===== config.mk =====
export PLATFORM = sky130hd
export DESIGN_NAME = pipe_skid_reg
export DESIGN_NICKNAME = d
export VERILOG_FILES = /design/src/rtl/pipe_pkg.sv /design/src/rtl/sat_counter.sv /design/src/rtl/pipe_skid_reg.sv
export SDC_FILE = /design/constraint.sdc
export NUM_CORES = 1
export LEC_CHECK = 0
export CORE_ASPECT_RATIO = 2
export CORE_MARGIN = 5
export CORE_UTILIZATION = 35
export CTS_BUF_LIST = sky130_fd_sc_hd__clkbuf_8
export DETAILED_ROUTE_END_ITERATION = 16
export PLACE_DENSITY = 0.59
export SLEW_MARGIN = 20
export SYNTH_ARGS = -nofsm -noshare
export SYNTH_HDL_FRONTEND = slang
export SYNTH_SLANG_ARGS = --single-unit
export TNS_END_PERCENT = 10

===== constraint.sdc =====
create_clock -name clk -period 13.49 [get_ports clk]
set_input_delay 3.3725 -clock clk [delete_from_list [all_inputs] [get_ports clk]]
set_output_delay 3.3725 -clock clk [all_outputs]
set_load 0.01 [all_outputs]

===== src/rtl/pipe_pkg.sv =====
// Shared definitions for the generic pipeline stage register.
// State encodings are fixed so traces read the same in every stage.
package pipe_pkg;

    localparam logic [1:0] ST_EMPTY = 2'd0;
    localparam logic [1:0] ST_BUSY  = 2'd1;
    localparam logic [1:0] ST_FULL  = 2'd2;

    typedef enum logic [1:0] {
        EMPTY = ST_EMPTY,
        BUSY  = ST_BUSY,
        FULL  = ST_FULL
    } pipe_state_t;

    // Number of payloads held by the stage in a given state.
    function automatic logic [1:0] pipe_occupancy(input pipe_state_t s);
        case (s)
            BUSY:    pipe_occupancy = 2'd1;
            FULL:    pipe_occupancy = 2'd2;
            default: pipe_occupancy = 2'd0;
        endcase
    endfunction

endpackage


===== src/rtl/sat_counter.sv =====
// Saturating up-counter; holds at all-ones, cleared only by async rst.
module sat_counter #(
    parameter int unsigned CNT_W = 16
) (
    input  logic             clk,
    input  logic             rst,
    input  logic             inc,
    output logic [CNT_W-1:0] cnt
);

    always_ff @(posedge clk or posedge rst) begin
        if (rst) begin
            cnt <= '0;
        end else if (inc && (cnt != {CNT_W{1'b1}})) begin
            cnt <= cnt + 1'b1;
        end
    end

endmodule


===== src/rtl/pipe_skid_reg.sv =====
// Pipeline stage register with 2-entry skid buffer, freeze and flush.
// Optional performance counters are enabled with PIPE_SKID_REG_PERF_EN.
//
// state | meaning
// EMPTY | no entries held, out_valid 0, in_ready 1
// BUSY  | main entry valid, skid empty
// FULL  | main and skid valid, in_ready 0
module pipe_skid_reg
    import pipe_pkg::*;
#(
    parameter int unsigned       DATA_W  = 64,
    parameter logic [DATA_W-1:0] RST_VAL = '0,
    parameter int unsigned       CNT_W   = 16
) (
    input  logic              clk,
    input  logic              rst,
    input  logic              flush,
    input  logic              freeze,
    input  logic              in_valid,
    output logic              in_ready,
    input  logic [DATA_W-1:0] in_data,
    output logic              out_valid,
    input  logic              out_ready,
`ifdef PIPE_SKID_REG_PERF_EN
    output logic [CNT_W-1:0]  stall_cnt,
    output logic [CNT_W-1:0]  flush_cnt,
`endif
    output logic [DATA_W-1:0] out_data
);

    if (CNT_W < 1) begin : g_bad_cnt_w
        $error("pipe_skid_reg: CNT_W must be at least 1");
    end

    pipe_state_t       state;
    logic [DATA_W-1:0] main_q;
    logic [DATA_W-1:0] skid_q;
    logic              accept;
    logic              deliver;

    assign accept   = in_valid & in_ready;
    assign deliver  = out_valid & out_ready & ~freeze;
    assign out_data = main_q;

    // in_ready/out_valid are flops updated alongside state so neither
    // handshake direction has a combinational path through this stage.
    always_ff @(posedge clk or posedge rst) begin
        if (rst) begin
            state     <= EMPTY;
            main_q    <= RST_VAL;
            skid_q    <= RST_VAL;
            out_valid <= 1'b0;
            in_ready  <= 1'b1;
        end else if (flush) begin
            state     <= EMPTY;
            main_q    <= RST_VAL;
            skid_q    <= RST_VAL;
            out_valid <= 1'b0;
            in_ready  <= 1'b1;
        end else begin
            case (state)
                EMPTY: begin
                    if (accept) begin
                        main_q    <= in_data;
                        state     <= BUSY;
                        out_valid <= 1'b1;
                    end
                end
                BUSY: begin
                    if (accept && deliver) begin
                        main_q <= in_data;
                    end else if (accept) begin
                        skid_q   <= in_data;
                        state    <= FULL;
                        in_ready <= 1'b0;
                    end else if (deliver) begin
                        state     <= EMPTY;
                        out_valid <= 1'b0;
                    end
                end
                FULL: begin
                    if (deliver) begin
                        main_q   <= skid_q;
                        state    <= BUSY;
                        in_ready <= 1'b1;
                    end
                end
                default: begin
                    state     <= EMPTY;
                    main_q    <= RST_VAL;
                    skid_q    <= RST_VAL;
                    out_valid <= 1'b0;
                    in_ready  <= 1'b1;
                end
            endcase
        end
    end

`ifdef PIPE_SKID_REG_PERF_EN
    logic [1:0] occ;
    logic       stall_inc;
    logic       flush_inc;

    assign occ       = pipe_occupancy(state);
    assign stall_inc = out_valid & ~deliver;
    // A main entry delivered in the flush cycle reaches downstream, so it is
    // not a discard; the skid entry or an accepted payload always is.
    assign flush_inc = flush & ((occ == 2'd2) | ((occ == 2'd1) & ~deliver) | accept);

    sat_counter #(.CNT_W(CNT_W)) u_stall_cnt (
        .clk (clk),
        .rst (rst),
        .inc (stall_inc),
        .cnt (stall_cnt)
    );

    sat_counter #(.CNT_W(CNT_W)) u_flush_cnt (
        .clk (clk),
        .rst (rst),
        .inc (flush_inc),
        .cnt (flush_cnt)
    );
`endif

endmodule

==> out/results.ini <==
[route]
drc = 0
viasPerCell = 5.39
dr.pass1.iters = 4
routed_wl_mm = 16.8
antenna_left = 0
wl_per_cell_um = 19.4
vias = 4675
drtIter0Drc = 183

[floorplan]
die_w_um = 104
dieArea_um2 = 20600
core-area_um2 = 17400
die_h_um = 198
core.rowCount = 68
io_pins = 136
start_util_pct = 35.6

[timing]
slew_violations = 0
slew_headroom_pct = 32.8
finalHoldViolCount = 0
rsz0062_at_grt = no
period_needed_ps = 5310
worstMarginPinSlew_ps = 1010
setup_viol = 0
fin_crit_sh_pct = 39.4
whs_ps = 504
fmax_mhz = 188
fin_tns_setup_ps = 0
skew_ps = 17.1

[power_and_ir_drop]
power.switching_mw = 0.322
powerDensity_nw_per_um2 = 137
switching_share_pct = 29.2
irDropWorstVdd_v = 0.0000569
p_int_mw = 0.782
pwr-share-seq_pct = 43.7
p_comb_share_pct = 24.1
clock_power_share_pct = 32.2
cellLeakagePower_nw = 3.47

[synthesis]
syn-cell-area_um2 = 6170
syn_nets = 602
synth_warnings = 0
ys.flop_type = dfrtp_1
avgSynthCellArea_um2 = 11.6
yosys_register_bits = 132
async_flop_share_pct = 100
seq_area_frac_synth_pct = 53.5
synth-edff-count = 0
syn_inst = 532
yosysUniqueCellTypes = 24

[global_route]
grtUsageTotal_pct = 16.6
first_global_vias = 5116
grt_max_degree = 123
grt_overflow = 0
antenna_found_initial = 0
grt_pass1_wl_mm = 27.5

[critical_path]
required_ps = 13810
critPathMaxStageDelay_ps = 710
path_common_cell = buf_4
critPathTopFamily = buffers and inverters
timing.rr.end = out_data[16]
crit_chain = buf_2 > buf_4 > nor2_1 > nand2_1 > o221ai_4 > buf_4 > mux2_2
cp_slowest_cell = buf_4
cp-start-kind = primary input
critPathCaptureType = register
crit_fanout = 69
reg2reg_from = state[0]
worstSetupPathType = in2reg
worst-path-buf-inv = 3
critPathArrivalTime_ps = 5630
r2r_cells = 4
reg2reg_slack_ps = 10520

[worst_hold_path]
holdCritStartpoint = out_data[11]
hold_end = out_data[11]
holdCritPathClass = reg2reg
whs_path_depth = 1

[clock_network]
cts_made_buffers = 17
cts_buffer_depth = 2
clk_pin_slew_ps = 80
cts.hold.buffers_added = 0
clock_latency_ps = 440
post_cts_buffers = 0
cts.sinks = 132
cts_tree = done
clockRootBuffer = clkbuf_8
post_cts_resized = 0
h-tree-depth = 4

[status]
status = completed

[placed_design]
port_buffers = 135
finalWeightedCongestion = 0.743
hpwlAfterDp_mm = 10.4
dpl-instance-area_um2 = 7600
dp_cells = 835

[cells_and_area]
instances_no_fill = 868
design_area_um2 = 8060
drive_gt1_share_pct = 15.8
areaGrowthSynthToFinish_pct = 30.5
nets = 715
diodes = 0
n_fill_cell = 1636

[flow_run]
drv_cap = 0

==> worst reg2reg max path: stages (launching register included) <==
cell      delay (ps)
dfrtp_2         1030
nand2_1          390
o221ai_4         280
buf_4            710
mux2_2           450
==> cell type report <==
| cell class | instances | area [µm²] | area share [%] |
|---|---|---|---|
| Sequential cell | 132 | 3310 | 41.1 |
| Multi-Input combinational cell | 351 | 2630 | 32.7 |
| Timing Repair Buffer | 141 | 1420 | 17.6 |
| Tap cell | 210 | 263 | 3.26 |
| Clock buffer | 18 | 248 | 3.08 |
| Clock inverter | 14 | 178 | 2.21 |
| Inverter | 2 | 10.0 | 0.124 |
==> cell families (layout without fill, tap and decap cells) <==
family	Yosys count	after routing	synth area share [%]
mux	64	64	11.7
compound gates	138	138	15.6
flops	132	132	53.5
simple gates	149	149	15.1
buf+inv	49	175	4.07
==> power groups by stage <==
stage | combinational (mW) | sequential (mW) | clock, mW
after floorplan | 0.137 | 0.490 | 0
after global placement | 0.258 | 0.495 | 0
after detailed placement | 0.263 | 0.496 | 0
after CTS | 0.264 | 0.489 | 0.368
after global routing | 0.288 | 0.489 | 0.383
final | 0.266 | 0.483 | 0.356
==> sequential cells by signal, indices dropped and copies added, names as in the netlist <==
signal,flops
state,2
out_data,64
out_valid,1
skid_q,64
in_ready,1
==> placed cells by master (no fill, tap or decap) <==
master / n
a21oi_1: 68
a22o_1: 64
and2_1: 1
and3b_1: 2
buf_16: 1
buf_2: 1
buf_4: 4
buf_6: 1
bufinv_16: 3
clkbuf_8: 18
clkdlybuf4s50_1: 134
clkinv_2: 1
clkinv_4: 3
clkinvlp_4: 4
dfrtp_1: 129
dfrtp_2: 1
dfrtp_4: 1
dfstp_2: 1
inv_1: 1
inv_4: 1
inv_6: 3
mux2_1: 7
mux2_2: 57
nand2_1: 4
nand2b_1: 50
nand3_1: 3
nand3b_1: 50
nor2_1: 20
nor2b_1: 16
nor2b_2: 1
nor3_1: 1
nor3_2: 1
o21a_1: 1
o21ai_0: 2
o21bai_1: 1
o221ai_4: 1
o22ai_4: 1
==> synthesized netlist by cell type (6+ instances only) <==
master	n	area, µm²
a21oi_1	68	340
a22o_1	64	561
buf_2	18	90.1
buf_6	6	67.6
clkbuf_1	23	86.3
dfrtp_1	131	3280
mux2_1	7	78.8
mux2_2	57	642
nand2b_1	50	313
nand3b_1	50	375
nor2_1	20	75.1
nor2b_1	17	106
==> metal layers <==
layer | track usage (%) | wire length (µm) | vias to the layer above
met4 | 7.64 | 527 | 0
met3 | 3.72 | 671 | 26
met5 | 0 | 0 | -
li1 | - | - | 2128
met1 | 18.6 | 6790 | 2391
met2 | 29.9 | 8860 | 130
==> how the worst max path moves through the flow <==
stage	cells after the start	to	startpoint	slack, ps
finish	7	out_data[16]	flush	8180
global route	7	out_data[16]	flush	8000
CTS	7	out_data[16]	flush	8130
detailed placement	7	out_data[16]	flush	7660
global placement	7	out_data[20]	flush	7690
floorplan	1	out_data[0]	rst	6590
==> metrics by stage <==
step | util [%] | setup WS (ps) | power [mW]
6_report | 46.4 | 8180 | 1.10
2_1_floorplan | - | 6590 | 0.627
5_1_grt | 46.4 | 8000 | 1.16
4_1_cts | 46.2 | 8130 | 1.12
3_3_place_gp | 43.8 | 7690 | 0.753
3_5_place_dp | 43.8 | 7660 | 0.759
No activity file was read; power rests on OpenSTA's default activity.
